**config.mk**
```make
export PLATFORM = sky130hd
export DESIGN_NAME = lif_layer_ctrl
export DESIGN_NICKNAME = d
export VERILOG_FILES = /design/src/rtl/lif_pkg.sv /design/src/rtl/lif_idx_cnt.sv /design/src/rtl/lif_layer_ctrl.sv
export SDC_FILE = /design/constraint.sdc
export NUM_CORES = 1
export LEC_CHECK = 0
export ABC_AREA = 1
export CAP_MARGIN = 15
export CORE_MARGIN = 4
export CORE_UTILIZATION = 51
export CTS_BUF_LIST = sky130_fd_sc_hd__clkbuf_4 sky130_fd_sc_hd__clkbuf_8 sky130_fd_sc_hd__clkbuf_16
export DETAILED_ROUTE_END_ITERATION = 7
export DONT_BUFFER_PORTS = 1
export PLACE_DENSITY = 0.68
export SLEW_MARGIN = 0
export SYNTH_ARGS = -nofsm -noshare
export SYNTH_HDL_FRONTEND = slang
export SYNTH_SLANG_ARGS = --single-unit
```
**constraint.sdc**
```tcl
create_clock -name clk -period 2 [get_ports clk]
set_clock_uncertainty 0.15 [all_clocks]
set_input_delay 0.2 -clock clk [delete_from_list [all_inputs] [get_ports clk]]
set_output_delay 0.2 -clock clk [all_outputs]
set_load 0.03 [all_outputs]
```
**src/rtl/lif_pkg.sv**
```systemverilog
// lif_pkg: state encoding, index/spike widths and neuron constants shared by lif_layer_ctrl and lif_dp
package lif_pkg;
    localparam int IDX_W = 6;
    localparam int SPK_W = 30;
    localparam int V_TH = 64;
    localparam int DECAY_SH = 3;
    typedef enum logic [2:0] {IDLE, INIT, ACC, WRITE, DONE} state_t;
endpackage

```
**src/rtl/lif_idx_cnt.sv**
```systemverilog
// lif_idx_cnt: clearable index counter that saturates at a terminal count and flags it
module lif_idx_cnt #(
    parameter int W = 6
) (
    input  logic         clk,
    input  logic         rst,
    input  logic         clr,
    input  logic         inc,
    input  logic [W-1:0] term,
    output logic [W-1:0] cnt,
    output logic         last
);
    assign last = cnt == term;
    always_ff @(posedge clk) begin
        if (rst || clr) cnt <= '0;
        else if (inc && !last) cnt <= cnt + W'(1);
    end
endmodule

```
**src/rtl/lif_layer_ctrl.sv**
```systemverilog
// lif_layer_ctrl: per-timestep sequencer for one lif_dp; LIF_CTRL_ZERO_SKIP_EN skips ACC for an all-zero input vector
module lif_layer_ctrl
    import lif_pkg::*;
#(
    parameter int N_OUT = 30,
    parameter int N_IN  = 30,
    parameter int IDX_W = lif_pkg::IDX_W
) (
    input  logic             clk,
    input  logic             rst,
    input  logic             start,
    input  logic             clr_req,
    input  logic [SPK_W-1:0] spikes_in,
    input  logic             dp_fired,
    output logic [SPK_W-1:0] dp_spikes_bits,
    output logic [IDX_W-1:0] dp_outi,
    output logic [IDX_W-1:0] dp_ini,
    output logic             dp_clr_all,
    output logic             dp_acc_init,
    output logic             dp_acc_step,
    output logic             dp_wr1,
    output logic             dp_wr0,
    output logic             busy,
    output logic             done,
    output logic [IDX_W-1:0] fire_cnt
);
    state_t st, nxt;
    logic [IDX_W-1:0] run_cnt;
    logic go, skip, ini_last, outi_last;
    assign go = st == IDLE && start;
`ifdef LIF_CTRL_ZERO_SKIP_EN
    assign skip = dp_spikes_bits == '0;
`else
    assign skip = 1'b0;
`endif
    lif_idx_cnt #(.W(IDX_W)) u_ini (
        .clk(clk), .rst(rst), .clr(st != ACC), .inc(st == ACC),
        .term(IDX_W'(N_IN - 1)), .cnt(dp_ini), .last(ini_last)
    );
    lif_idx_cnt #(.W(IDX_W)) u_outi (
        .clk(clk), .rst(rst), .clr(go), .inc(st == WRITE),
        .term(IDX_W'(N_OUT - 1)), .cnt(dp_outi), .last(outi_last)
    );
    always_ff @(posedge clk) begin
        if (rst) begin
            st <= IDLE;
            dp_spikes_bits <= '0;
            run_cnt <= '0;
            fire_cnt <= '0;
        end else begin
            st <= nxt;
            if (go) dp_spikes_bits <= spikes_in;
            run_cnt <= go ? '0 : run_cnt + IDX_W'(st == WRITE && dp_fired);
            // loaded on the final WRITE so the count is already visible during DONE
            if (st == WRITE && outi_last) fire_cnt <= run_cnt + IDX_W'(dp_fired);
        end
    end
    always_comb begin
        nxt = st;
        case (st)
            IDLE:    nxt = start ? INIT : IDLE;
            INIT:    nxt = skip ? WRITE : ACC;
            ACC:     nxt = ini_last ? WRITE : ACC;
            WRITE:   nxt = outi_last ? DONE : INIT;
            default: nxt = IDLE;
        endcase
    end
    assign dp_clr_all  = st == IDLE && clr_req;
    assign dp_acc_init = st == INIT;
    assign dp_acc_step = st == ACC;
    assign dp_wr1      = st == WRITE && dp_fired;
    assign dp_wr0      = st == WRITE && !dp_fired;
    assign busy        = st != IDLE;
    assign done        = st == DONE;
endmodule

```
; ---- Word-level counts from Yosys, hierarchy flattened
; Cells that the tools add are included.
[op_classes]
add_sub_neg = 4
n_eq_ne = 7
muxes = 4
reduce_logical = 15
[op_table]
columns = cell, count
row1 = adder 6 x 1 -> 6 bit, 2
row2 = adder 6 x 1 -> 6 bit (second input constant), 2
row3 = == test 6 x 5 -> 1 bit (second input constant), 2
row4 = one-hot mux 3 bit (4 select lines), 1
row5 = logical AND 1 bit, 7
row6 = == test 3 x 2 -> 1 bit (second input constant), 2
row7 = == test 3 x 1 -> 1 bit (second input constant), 1
row8 = == test 3 bit (second input constant), 1
row9 = zero test 1 bit, 3
row10 = zero test 3 bit, 1
row11 = two-way mux 3 bit, 1
row12 = inequality test 3 x 2 -> 1 bit (second input constant), 1
row13 = nonzero test 3 bit, 1
row14 = logical OR 1 bit, 2
row15 = two-way mux 1 bit, 2
row16 = OR reduction 2 bit, 1
[word_totals]
reg_bits = 57
inputBits = 35
out_inout_bits = 55
word_cells = 36

; ---- Logic depth before layout (Yosys ltp)
; Gate-level depths: netlist (run 1).
[depth]
depth_word = 3
depth_mapped = 9
depth_no_buf = 9

; ---- Cells and area by module
; From an unflattened synthesis (run 1), not the netlist that was laid out.
[hier_totals]
cells_unflattened = 382
hier_area_um2 = 2876.5
[modules_own_cells]
columns = module, n_inst, cells_per_inst, area_each_um2, seq_area_each_um2
row1 = lif_layer_ctrl, 1, 236, 2010.7, 900.9
row2 = lif_idx_cnt, 2, 73, 432.9, 120.1

; ---- Least setup slack after synthesis (run 1)
; OpenSTA, ideal clock, no wires.
[synth_timing]
kind = register to register
from = reg st[0]
to = reg run_cnt[4]
setup_ps = 117
arrival_ps = 1750
required_ps = 1733
path_slack_ps = -17
path_stages_with_launch = 8
n_path_buf = 0
period_less_slack_ps = 2017
path_cell_list = dfxtp_1 -> nand3_2 -> nor2_1 -> ha_1 -> ha_1 -> nand3_1 -> xor2_1 -> nor2_1
[synth_between]
elab_chain_cells = 3
word_cells_on_any_way = 6
classes_between = add/sub: 1 / eq/ne: 1 / reduce/logical: 4
[synth_rtl]
columns = item, line
row1 = "start, declared", lif_layer_ctrl.sv:27  ; state_t st, nxt;
row2 = "start signal, assigned", lif_layer_ctrl.sv:51  ; st <= nxt;
row3 = == test 3 x 2 -> 1 bit, -
row4 = logical AND 1 bit, -
row5 = named net dp_wr1, lif_layer_ctrl.sv:21  ; output logic dp_wr1,
row6 = adder 6 x 1 -> 6 bit, lif_layer_ctrl.sv:53  ; run_cnt <= go ? '0 : run_cnt + IDX_W'(st == WRITE && dp_fired);
row7 = "end signal, assigned", lif_layer_ctrl.sv:53
row8 = "end, declared", lif_layer_ctrl.sv:28  ; logic [IDX_W-1:0] run_cnt;
; The timed path passes the listed nets, and every way through them passes these cells.
; A chain may end at the register's enable or synchronous reset.

; ---- Final worst setup path (run 1)
[layout_timing]
from = reg st[1]
to = out dp_clr_all
[layout_between]
elab_chain_cells = 2
[layout_rtl]
columns = item, line
row1 = zero test 3 bit, lif_layer_ctrl.sv:68  ; assign dp_clr_all = st == IDLE && clr_req;
row2 = logical AND 1 bit, lif_layer_ctrl.sv:68
row3 = "end, declared", lif_layer_ctrl.sv:18  ; output logic dp_clr_all,
; Every way passes these cells.

==> impl_metrics.csv, run 1 <==
group,metric,value,unit
placed_design,gp_congestion,0.786,
cts,cts_resized,0,
synth,synth_nets,362,
synth,yosys_warnings,0,
placed_design,hpwlAfterDp,3.80,mm
cts,clk_pin_slew,0.06,ns
die,die-width,77.0,microns
setup_path,critical-path-max-stage-delay,0.35,ns
global_route,grtUsageTotal,20.2,%
setup_path,worst_ep_required_time,1.65,ns
route,vias,2126,
synth,synth.ff_latch_count,57,
power,irDropWorstVdd,0.460,mV
setup_path,worst_path_max_delay_cell,"dfxtp_1",
synth,syn_area,2420,sq um
status,status,"finished clean",
timing,slew_viol_final,0,
timing,min_period,1.83,ns
die,start_util,54.2,%
timing,max_freq,546,MHz
cts,tritoncts,"built",
timing,setup_viol,0,
synth,syn_area_per_cell,7.60,sq um
timing,tns,0,ns
power,comb_power_share,9.4,%
cts,root_buffer,"clkbuf_8",
synth,yosys.area.top_type,"dfxtp_1",
setup_path,path_class,"reg2out",
final_layout,flow.area_growth_from_synthesis,26.8,%
die,dieArea,5920,sq um
route,via_per_inst,5.03,
timing,hold_violations,0,
power,p_sw,0.768,mW
cts,insertion_delay,0.32,ns
cts,post-cts-setup-buffer-count,0,
hold_path,worstHoldPathType,"in2reg",
placed_design,placed_area,2560,sq um
power,swShare,28.5,%
power,power_density,875,nW/um^2
timing,relSlewSlack,62.1,%
cts,cts.sinks,57,
die,io_pins,90,
power,leakage,1.27,nW
route,dr.pass1.iters,4,
final_layout,design_area,3070,sq um
global_route,gr-total-overflow,0,
final_layout,mostFrequentLayoutCells,"dfxtp_1, inv_1, a21oi_1",
die,coreArea,4470,sq um
synth,yosys-top-cells-area,"dfxtp_1, a21oi_1, inv_1",
die,row_count,24,
global_route,grt_pass1_vias,2031,
setup_path,critPathMaxFanout,5,
setup_path,cp_cell_sequence,"nor2_1 > nand2_1 > nor2_1 > buf_4",
setup_path,arrival,1.48,ns
die,die_height,77.0,microns
final_layout,fill_cells,375,
final_layout,drive_gt1_share,11.6,%
synth,yosysSeqAreaShare,47.1,%
final_layout,final_common_cell,"dfxtp_1",
synth,synth_cells,319,
route,first_iter_violations,111,
synth,ys_types,23,
route,drc_errors,0,
power,p_clk_share,39.7,%
cts,cts_buffers,9,
route,wirelength,5.84,mm
placed_design,port_buffers,0,
setup_path,regToRegSetupSlack,0.27,ns
timing,rsz0062_at_grt,"no",
power,p_seq_share,50.9,%
cts,cts_buffer_depth,2,
global_route,grt_max_degree,63,
cts,cts_max_level,3,
global_route,antenna_found_initial,0,
timing,period_share,91.6,%
global_route,grt_pass1_wl,9.60,mm
setup_path,start_kind,"flip-flop",
synth,netlist.area_leader.share,47.1,%
timing,tightestPinTransition,0.566,ns
power,internal_power,1.92,mW
setup_path,cp-end-kind,"primary output",
route,final_antenna_net_count,0,
final_layout,fin_nets,409,
setup_path,cpMostUsedCell,"nor2_1",
run,max_cap_violations,0,
cts,postCtsHoldBufs,31,
final_layout,antenna_cells,0,
route,routedWlPerCell,13.8,microns
[power groups by stage]
stage	registers (mW)	clock network [mW]	logic [mW]
after detailed placement	1.39	0	0.201
after global routing	1.37	1.14	0.284
after global placement	1.39	0	0.195
after CTS	1.37	1.10	0.252
final	1.37	1.07	0.254
after floorplan	1.38	0	0.160
[cells in the mapped netlist (all sizes together)]
master	count
nor2	36
inv	52
nor3	2
a21oi	42
nand3	16
dfxtp	57
buf	9
xnor2	5
clkbuf	3
nand4	3
nand2	40
o21a	2
xor2	6
or2	1
o21ai	37
ha	8
[sequential cells by signal, indices dropped and copies added, names as in the netlist]
name / flops
u_outi.cnt: 6
dp_spikes_bits: 30
u_ini.cnt: 6
fire_cnt: 6
st: 3
run_cnt: 6
[area by class of cell]
class                           instances  area [sq um]  share of cell area [%]
Sequential cell                        57          1140                    37.1
Inverter                               52           195                    6.35
Tap cell                               52          65.1                    2.12
Multi-Input combinational cell        198          1030                    33.7
Timing Repair Buffer                   48           438                    14.2
Clock inverter                          5          55.1                    1.79
Clock buffer                           11           145                    4.72
[path summary, 6_finish.rpt]
kind	startpoint	end	cells past startpoint
max	st[1]	dp_clr_all	4
min	dp_fired	fire_cnt[0]	3
max reg2reg	st[0]	run_cnt[5]	7
min reg2reg	run_cnt[3]	run_cnt[3]	2
[cells by family (layout without fill, tap and decap cells)]
kind of cell | count (synthesis) | in the layout | share of synthesized area (%)
adder cells (fa/ha/maj) | 8 | 8 | 4.13
XOR/XNOR | 11 | 11 | 3.97
AO/OA/AOI/OAI | 81 | 81 | 16.9
buffers and inverters | 64 | 116 | 10.4
AND/OR/NAND/NOR | 98 | 98 | 17.5
flip-flops | 57 | 57 | 47.1
[metrics by stage]
stage	utilization, %	setup slack (ns)	total power, mW	instances	hold slack [ns]
3_3_place_gp	57.3	0.335	1.58	376	0.126
4_1_cts	68.7	0.190	2.71	423	0.0569
3_5_place_dp	57.3	0.283	1.59	376	0.131
2_1_floorplan	-	0.161	1.54	319	0.122
5_1_grt	68.7	0.110	2.80	423	0.0818
6_report	68.7	0.168	2.69	423	0.0667
[per-layer routing]
layer	wire length [microns]	track usage, %
met4	109	10.1
met3	379	6.09
met2	2800	33.2
met1	2560	23.7
met5	0	0
[worst max-delay path, delay by kind of cell (launching register included)]
| family | cells | cell delay, ns |
|---|---|---|
| AND/OR/NAND/NOR | 3 | 0.63 |
| flip-flops | 1 | 0.35 |
| buffers and inverters | 1 | 0.18 |
No activity file was read; power rests on OpenSTA's default activity.
==> run 2, diff against run 1 <==
- ABC_CLOCK_PERIOD_IN_PS: unset -> 2000
- PLACE_DENSITY: 0.68 -> 0.76
==> impl_metrics.csv, run 2 (same netlist as run 1, synthesis figures left out) <==
group,metric,value,unit
timing,relSlewSlack,60.6,%
route,via_per_inst,5.17,
cts,cts_resized,0,
cts,insertion_delay,0.33,ns
die,dieArea,5920,sq um
die,die-width,77.0,microns
route,drc_errors,0,
setup_path,cpMostUsedCell,"nor2_1",
setup_path,critical-path-max-stage-delay,0.35,ns
timing,slew_viol_final,0,
cts,cts.sinks,57,
setup_path,path_class,"reg2out",
global_route,antenna_found_initial,0,
route,final_antenna_net_count,0,
setup_path,worst_path_max_delay_cell,"dfxtp_1",
final_layout,design_area,3110,sq um
final_layout,mostFrequentLayoutCells,"dfxtp_1, inv_1, a21oi_1",
final_layout,fin_nets,408,
die,coreArea,4470,sq um
die,io_pins,90,
route,routedWlPerCell,14.1,microns
timing,max_freq,541,MHz
timing,setup_ws,0.152,ns
final_layout,regMostFlops,"dp_spikes_bits",
setup_path,arrival,1.50,ns
timing,hold-worst-slack,0.0254,ns
final_layout,antenna_cells,0,
die,start_util,54.2,%
power,power_density,947,nW/um^2
timing,min_period,1.85,ns
setup_path,cp-end-kind,"primary output",
final_layout,drive_gt1_share,11.4,%
global_route,grt_pass1_vias,2038,
power,leakage,1.29,nW
global_route,grt_max_degree,41,
power,irDropWorstVdd,0.501,mV
hold_path,worstHoldPathType,"in2reg",
placed_design,port_buffers,0,
route,dr.pass1.iters,4,
die,row_count,24,
cts,root_buffer,"clkbuf_8",
global_route,grt_pass1_wl,9.60,mm
setup_path,regToRegSetupSlack,0.21,ns
setup_path,critPathMaxFanout,5,
placed_design,placed_area,2560,sq um
cts,tritoncts,"built",
status,status,"finished clean",
timing,rsz0062_at_grt,"no",
cts,clk_pin_slew,0.07,ns
run,max_cap_violations,0,
placed_design,gp_congestion,0.775,
setup_path,cp_cell_sequence,"nor2_1 > nand2_1 > nor2_1 > buf_4",
final_layout,flow.area_growth_from_synthesis,28.4,%
timing,hold_violations,0,
die,die_height,77.0,microns
timing,tightestPinTransition,0.589,ns
final_layout,largest_register_ffs,30,
route,wirelength,5.94,mm
global_route,gr-total-overflow,0,
cts,cts_buffers,9,
cts,cts_buffer_depth,2,
timing,period_share,92.4,%
setup_path,start_kind,"flip-flop",
final_layout,finalCoreUtilization,69.6,%
cts,cts_max_level,3,
placed_design,hpwlAfterDp,3.88,mm
setup_path,worst_ep_required_time,1.65,ns
route,vias,2182,
timing,tns,0,ns
global_route,grtUsageTotal,20.4,%
placed_design,pre_cts_ws,0.277,ns
final_layout,final_common_cell,"dfxtp_1",
timing,setup_viol,0,
route,first_iter_violations,82,
-- run 2: stage by stage --
stage / total power [mW] / cells
after global placement: 1.59 / 375
final: 2.95 / 422
after detailed placement: 1.60 / 375
after global routing: 3.06 / 422
after floorplan: 1.54 / 319
after CTS: 2.97 / 422
-- run 2: layout make-up --
type	instances	area [sq um]
clock inverter	5	103
timing repair buffer	47	430
sequential	57	1140
tap	52	65.1
clock buffer	11	145
multi-input combinational	198	1030
inverter	52	195
fill	346	1360
-- run 2: layer usage --
| layer | vias up | global-route usage [%] | wire [microns] |
|---|---|---|---|
| met5 | - | 0 | 0 |
| li1 | 1110 | - | - |
| met2 | 59 | 34.5 | 2930 |
| met3 | 15 | 6.56 | 374 |
| met4 | 0 | 9.96 | 125 |
| met1 | 998 | 23.0 | 2510 |
-- run 2: path summary, 6_finish.rpt --
path,from,end,cells after the start
max,st[1],dp_clr_all,4
min,dp_fired,fire_cnt[0],3
max reg2reg,st[0],run_cnt[4],7
min reg2reg,run_cnt[3],run_cnt[3],2
-- run 2: what timing repair did --
item / in CTS / in global routing
setup buffers: 0 / 0
hold buffers: 31 / 0
endpoints found under the hold margin: 37 / 0
-- run 2: critical path: cells and delay by family, from the launching register on --
family	cells	cell delay, ns
buf+inv	1	0.18
flops	1	0.35
simple gates	3	0.63
-- run 2: power breakdown --
| part | leakage, nW | internal [mW] | switching (mW) | total, mW |
|---|---|---|---|---|
| combinational | 0.703 | 0.103 | 0.153 | 0.256 |
| clock | 0.123 | 0.873 | 0.449 | 1.32 |
| sequential | 0.467 | 1.20 | 0.168 | 1.37 |
| total | 1.29 | 2.18 | 0.770 | 2.95 |
